**src/rtl/mult_share_arb.sv**
```systemverilog
// Round-robin arbiter sharing one signed fixed-point multiplier among NREQ requesters.
// Two-stage pipeline (operand register, product register); results are tagged with the requester index.
module mult_share_arb #(
    parameter int DWIDTH = 32,
    parameter int FRAC   = 24,
    parameter int NREQ   = 4,
    parameter int IDW    = 2
) (
    input  logic                   clk,
    input  logic                   rst,
    input  logic [NREQ-1:0]        req_valid,
    input  logic [NREQ*DWIDTH-1:0] req_a,
    input  logic [NREQ*DWIDTH-1:0] req_b,
    output logic [NREQ-1:0]        req_ready,
    output logic [NREQ-1:0]        rsp_valid,
    output logic [IDW-1:0]         rsp_id,
    output logic [DWIDTH-1:0]      rsp_data,
    output logic                   rsp_ovf,
    output logic                   busy
);

    localparam int HIW = DWIDTH - FRAC + 1;

    logic [IDW-1:0]      ptr_q, ptr_d;
    logic [NREQ-1:0]     gnt;
    logic                gnt_any;
    logic [IDW-1:0]      gnt_id;
    logic [IDW:0]        scan_sum;
    logic [IDW-1:0]      scan_idx;
    logic [DWIDTH-1:0]   gnt_a, gnt_b;

    logic [1:0]          vld_q;
    logic [DWIDTH-1:0]   s1_a_q, s1_b_q;
    logic [IDW-1:0]      s1_id_q;

    logic signed [2*DWIDTH-1:0] prod;
    logic [HIW-1:0]      prod_hi;
    logic                ovf_d;
    logic [NREQ-1:0]     id_oh;

    logic [NREQ-1:0]     rsp_valid_q;
    logic [IDW-1:0]      rsp_id_q;
    logic [DWIDTH-1:0]   rsp_data_q;
    logic                rsp_ovf_q;

    // Scan ptr, ptr+1, ... wrapping at NREQ; the first valid requester wins.
    always_comb begin
        gnt      = '0;
        gnt_any  = 1'b0;
        gnt_id   = '0;
        scan_sum = '0;
        scan_idx = '0;
        for (int k = 0; k < NREQ; k++) begin
            scan_sum = {1'b0, ptr_q} + (IDW+1)'(k);
            if (scan_sum >= (IDW+1)'(NREQ))
                scan_sum = scan_sum - (IDW+1)'(NREQ);
            scan_idx = scan_sum[IDW-1:0];
            if (!gnt_any && req_valid[scan_idx]) begin
                gnt_any       = 1'b1;
                gnt[scan_idx] = 1'b1;
                gnt_id        = scan_idx;
            end
        end
    end

    always_comb begin
        gnt_a = '0;
        gnt_b = '0;
        for (int i = 0; i < NREQ; i++) begin
            if (gnt[i]) begin
                gnt_a = req_a[i*DWIDTH +: DWIDTH];
                gnt_b = req_b[i*DWIDTH +: DWIDTH];
            end
        end
    end

    always_comb begin
        ptr_d = ptr_q;
        if (gnt_any)
            ptr_d = (gnt_id == IDW'(NREQ-1)) ? '0 : gnt_id + IDW'(1);
    end

    // Full-width signed product; the result window drops FRAC low bits (floor).
    assign prod    = $signed(s1_a_q) * $signed(s1_b_q);
    assign prod_hi = prod[2*DWIDTH-1 -: HIW];
    assign ovf_d   = !((&prod_hi) || !(|prod_hi));

    always_comb begin
        id_oh = '0;
        for (int i = 0; i < NREQ; i++)
            id_oh[i] = (s1_id_q == IDW'(i));
    end

    always_ff @(posedge clk) begin
        if (rst) begin
            ptr_q       <= '0;
            vld_q       <= '0;
            s1_a_q      <= '0;
            s1_b_q      <= '0;
            s1_id_q     <= '0;
            rsp_valid_q <= '0;
            rsp_id_q    <= '0;
            rsp_data_q  <= '0;
            rsp_ovf_q   <= 1'b0;
        end else begin
            ptr_q    <= ptr_d;
            vld_q[0] <= gnt_any;
            vld_q[1] <= vld_q[0];
            if (gnt_any) begin
                s1_a_q  <= gnt_a;
                s1_b_q  <= gnt_b;
                s1_id_q <= gnt_id;
            end
            rsp_valid_q <= vld_q[0] ? id_oh : '0;
            // Result fields hold their last value between responses.
            if (vld_q[0]) begin
                rsp_id_q   <= s1_id_q;
                rsp_data_q <= prod[FRAC +: DWIDTH];
                rsp_ovf_q  <= ovf_d;
            end
        end
    end

    assign req_ready = rst ? '0 : gnt;
    assign rsp_valid = rsp_valid_q;
    assign rsp_id    = rsp_id_q;
    assign rsp_data  = rsp_data_q;
    assign rsp_ovf   = rsp_ovf_q;
    assign busy      = |vld_q;

endmodule

```
**config.mk**
```make
export PLATFORM = sky130hd
export DESIGN_NAME = mult_share_arb
export DESIGN_NICKNAME = d
export VERILOG_FILES = /design/src/rtl/mult_share_arb.sv
export SDC_FILE = /design/constraint.sdc
export NUM_CORES = 2
export LEC_CHECK = 0
export BUFFER_PORTS_ARGS = -buffer_cell sky130_fd_sc_hd__buf_4
export CORE_AREA = 3 3 349 351
export DETAILED_ROUTE_END_ITERATION = 8
export DIE_AREA = 0 0 352 354
export REMOVE_ABC_BUFFERS = 1
export SLEW_MARGIN = 20
export SYNTH_ARGS = -nofsm -noshare
export SYNTH_HDL_FRONTEND = slang
export SYNTH_SLANG_ARGS = --single-unit
```
**constraint.sdc**
```tcl
create_clock -name clk -period 14.9 [get_ports clk]
set_input_delay 1.49 -clock clk [delete_from_list [all_inputs] [get_ports clk]]
set_output_delay 1.49 -clock clk [all_outputs]
set_load 0.1 [all_outputs]
```
Word level (Yosys, flattened, before mapping) --
Cells that the tools add are included. Widths: inputs -> output; s select.
Word-level totals: input port bits 262, logic and storage cells 98, output and inout port bits 44, register bits after elaboration 109
Cells by class: magnitude comparators 12, reduce and logical (&&, ||, !) cells 18, bitwise operators 4, $add $sub $neg 8, $mul 1, muxes and demuxes 42, eq/ne operators 4
Operators by type and width (number):
- $mux 32 | 8
- $mul 32x32->64 | 1
- $mux 4 | 5
- $mux 2 | 9
- $lt 2x3->1 const B | 4
- $mux 1 | 12
- $or 4x4->4 | 3
- $ge 3x3->1 const B | 3
- $reduce_and 9->1 | 1
- $reduce_or 9->1 | 1
- $bmux 1 s2 | 4
- $demux 1 s2 | 4
- $ge 2x1->1 const B | 4
- $sub 2x1->2 const B | 4
- $logic_and 1x1->1 | 7
- $add 2x2->3 const B | 2
- $eq 2x2->1 const B | 3
- $logic_not 1->1 | 5
- $reduce_or 2->1 | 2
- $add 2x1->3 const B | 1
- $ge 2x3->1 const B | 1
- $add 2x1->2 const B | 1
- $eq 2x1->1 const B | 1
- $logic_not 2->1 | 1
- other kinds (2) | 2

Longest topological paths before layout --
depth in word-level cells 18, gate-level depth with buffers 31, gate-level depth less buffers 29

Worst setup path after synthesis --
Ideal clock, no wire load.
path kind flip-flop to flip-flop, start point register s1_a_q[31], end point register rsp_ovf_q (netlist: rsp_ovf), period minus slack after synthesis 8620 ps, data required time 14775 ps, path buffers 2, data arrival time 8495 ps, cell stages (with the launch flop) 31, setup time 125 ps, setup slack 6280 ps, path through dfxtp_1 -> clkbuf_1 -> nand2_1 -> inv_1 -> fa_1 -> inv_1 -> fa_1 -> inv_1 -> fa_1 -> inv_1 -> fa_1 -> inv_1 -> fa_1 -> inv_1 -> fa_1 -> fa_1 -> fa_1 -> inv_1 -> ha_1 -> clkbuf_1 -> and4_1 -> or4b_1 -> nor4_2 -> inv_2 -> o221ai_1 -> a31oi_1 -> o21bai_1 -> xnor2_1 -> nand4_1 -> nor4b_4 -> o31ai_2
On the way: cells in the longest elaborated chain, start to end 5, elaborated cells between the ends (all ways) 6, those cells by class mul (1); reduce/logical (5)
Ends and longest elaborated chain:
- start, declared | RTL line 33 | logic [DWIDTH-1:0] s1_a_q, s1_b_q;
- start signal, assigned | RTL line 110 | s1_a_q <= gnt_a;
- $mul 32x32->64 (*) | RTL line 84 | assign prod = $signed(s1_a_q) * $signed(s1_b_q);
- $reduce_or 9->1 | RTL line 86 | assign ovf_d = !((&prod_hi) || !(|prod_hi));
- $logic_not 1->1 | RTL line 86
- $logic_or 1x1->1 (*) | RTL line 86
- $logic_not 1->1 (*) | RTL line 86
- end signal, assigned | RTL line 119 | rsp_ovf_q <= ovf_d;
- end, declared | RTL line 44 | logic rsp_ovf_q;
Every way passes the cells marked *; elsewhere a longest branch is shown, timed or not. A chain may end at the register's enable or synchronous reset.

Final worst setup path --
Same ends and word-level chain as after synthesis.

==> reports/results.tsv <==
stage	metric	value	unit
logic_synthesis	synth-seq-area-share	5.25	%
critical_path	crit_slowest_cell	fa_1	
sta	max_freq	0.106	GHz
critical_path	r2r-start	s1_a_q[31]$_SDFFE_PP0P_	
global_routing	globalRouteTotalUtil	21.8	%
clocking	ctsResizeCount	0	
placed_design	finalWeightedCongestion	0.902	
floorplan	core	119000	µm²
clocking	root_buffer	clkbuf_16	
clocking	cts_buffer_depth	2	
min_path	hp-class	register to register	
sta	period_share	63.5	%
detailed_routing	drtAntennaViolNets	0	
detailed_routing	num_vias	31810	
logic_synthesis	syn_area	41500	µm²
sta	setup_viol	0	
critical_path	cp_max_fo	33	
sta	setup_tns	0	ns
critical_path	cp.required	15.24	ns
critical_path	start_kind	register	
floorplan	die_h	354	µm
critical_path	ff2ff_path_depth	29	
floorplan	start_util	34.8	%
global_routing	grt_pass1_wl	209	mm
detailed_routing	post_drt_wl_per_cell	21.0	µm
critical_path	cp.arrival	9.81	ns
global_routing	use_met2	38.2	%
outcome	outcome	finished, final reports clean	
sta	finalCriticalPeriod	9.47	ns
global_routing	grt_start_max_net_pins	71	
detailed_routing	firstDrtPassIters	5	
floorplan	design.die.area	125000	µm²
global_routing	grt_overflow	0	
critical_path	cp_common_cell	fa_1	
logic_synthesis	synth_area_per_cell	9.11	µm²
logic_synthesis	synth_edf_count	0	
detailed_routing	viasPerCell	5.07	
final_layout	fin_nets	6190	
sta	rsz0062_at_grt	false	
global_routing	grt_pass1_vias	35205	
final_layout	num-fill-cells	12148	
flow_run	maxCapViolCount	0	
logic_synthesis	synthCells	4559	
placed_design	pre_cts_slack	5.48	ns
sta	worstMarginPinSlew	1.04	ns
min_path	min_to	rsp_ovf$_SDFFE_PP0P_	
critical_path	critPathKind	register to register	
detailed_routing	route.detailed.drc	0	
clocking	htreeDepth	3	
global_routing	met3_usage	3.21	%
logic_synthesis	synth_ff_type	dfxtp_1	
final_layout	multi_input_area	34500	µm²
min_path	hold_depth	2	
placed_design	io_buffer_count	305	
detailed_routing	drt_iter0_markers	1872	
sta	finClkSkew	0.0294	ns
logic_synthesis	yosys_register_bits	109	
logic_synthesis	ys_async_sr_fraction	0	%
clocking	cts_tree	built	
final_layout	seq_area	2200	µm²
logic_synthesis	yosys_warnings	0	
clocking	post_cts_buffers	0	
critical_path	critPathCaptureType	register	
floorplan	ios	306	
global_routing	antenna_found_initial	5	
critical_path	critPathMaxStageDelay	1.01	ns
logic_synthesis	yosys.cell_types.count	72	
clocking	clk_pin_slew_worst_paths	0.11	ns
clocking	clock-sinks	109	
clocking	cts_buffers	9	
global_routing	busiest_layer	met2	
min_path	min_from	rsp_ovf$_SDFFE_PP0P_	
detailed_routing	wirelength	132	mm
placed_design	hpwl	105	mm
final_layout	area_growth	9.88	%
final_layout	layout-drive-gt1-share	9.04	%
sta	slew_viol_final	0	
clocking	worstSkewPairLatency	0.46	ns
floorplan	core.rowCount	127	
sta	hold_violations	0	
sta	relSlewSlack	30.6	%
critical_path	r2r_slack	5.43	ns
floorplan	chipWidth	352	µm
critical_path	r2r_end	rsp_ovf$_SDFFE_PP0P_	
clocking	postCtsHoldBufs	0	
global_routing	grtUsageMet1	27.0	%
sta	setup_ws	5.43	ns
cell type report:
cell class | instances | share of cell area (%)
multi-input combinational | 3147 | 75.5
timing repair buffer | 372 | 6.12
clock inverter | 6 | 0.181
tap | 1612 | 4.42
inverter | 1023 | 8.41
clock buffer | 10 | 0.502
sequential | 109 | 4.82
antenna | 1 | 0.00548
how the worst max path moves through the flow:
stage,slack (ns),cells after the start,startpoint,to
2_1_floorplan,0.73,5,req_valid[2],req_ready[2]
3_3_place_gp,5.52,29,s1_a_q[31]$_SDFFE_PP0P_,rsp_ovf$_SDFFE_PP0P_
3_5_place_dp,5.48,29,s1_a_q[31]$_SDFFE_PP0P_,rsp_ovf$_SDFFE_PP0P_
4_1_cts,5.44,29,s1_a_q[31]$_SDFFE_PP0P_,rsp_ovf$_SDFFE_PP0P_
5_1_grt,4.93,29,s1_a_q[31]$_SDFFE_PP0P_,rsp_ovf$_SDFFE_PP0P_
6_report,5.43,29,s1_a_q[31]$_SDFFE_PP0P_,rsp_ovf$_SDFFE_PP0P_
cell usage after synthesis, drive strengths merged, types with 10 or more instances:
cell / number / area [µm²]
dfxtp: 109 / 2180
inv: 1023 / 3840
o21a: 10 / 75.1
ha: 185 / 2310
a21o: 11 / 82.6
and2: 490 / 3070
mux2i: 28 / 280
xor2: 15 / 131
nand4: 22 / 144
clkbuf: 251 / 943
nor2: 232 / 873
buf: 29 / 141
a31oi: 11 / 68.8
a211oi: 78 / 591
xnor2: 41 / 359
a221oi: 67 / 587
nand3: 10 / 50.1
nand2: 565 / 2120
a21oi: 72 / 360
fa: 1081 / 21600
a22oi: 70 / 526
o21ai: 45 / 229
nor2b: 10 / 62.6
state kept, by name (all words and copies together) (netlist names), named ones only:
signal,cells
rsp_data,32
s1_a_q,32
s1_b_q,32
rsp_valid,4
rsp_id,2
s1_id_q,2
vld_q,2
ptr_q,1
rsp_ovf,1
logic make-up (layout without fill, tap and decap cells):
kind of cell,Yosys count,in the layout,share of synthesized area [%]
other,0,1,0
xor gates and xnor gates,56,56,1.18
muxes,30,30,0.756
adders and majority gates,1266,1266,57.7
AOI/OAI and AO/OA,415,415,7.18
and+or+nand+nor,1380,1380,16.1
buffers and inverters,1303,1411,11.9
DFF,109,109,5.25
critical path, delay by kind of cell (launching register included):
kind | cells | cell delay, ns
adders and majority gates | 9 | 5.37
AOI/OAI and AO/OA | 8 | 1.63
buffers and inverters | 8 | 1.19
and+or+nand+nor | 3 | 0.63
DFF | 1 | 0.31
xor gates and xnor gates | 1 | 0.20
routing by layer:
layer	up-vias	wire (µm)
met5	-	26
met4	4	6080
met3	283	8130
met2	1109	65900
met1	16682	51900
li1	13732	-
stage by stage:
stage	hold WS (ns)	util, %	area, µm²	cells
global placement	0.475	38.0	45300	6263
detailed placement	0.455	38.0	45300	6263
CTS	0.477	38.2	45600	6279
global route	0.518	38.2	45600	6279
floorplan	0.440	-	40500	4279
finish	0.474	38.2	45600	6280
placed cells by master (no fill, tap or decap), types with 28 or more instances in the layout:
cell / instances
a21oi_1: 72
mux2i_1: 28
a22oi_1: 70
xnor2_1: 41
a221oi_1: 66
dfxtp_1: 95
ha_1: 185
nor2_1: 231
nand2_1: 565
a211oi_1: 76
buf_4: 372
fa_1: 1081
and2_1: 490
o21ai_0: 33
inv_1: 1022
Power is left out: the tool's default activity adds up to more than one toggle a clock period on the data nets, which glitch-free logic cannot reach.
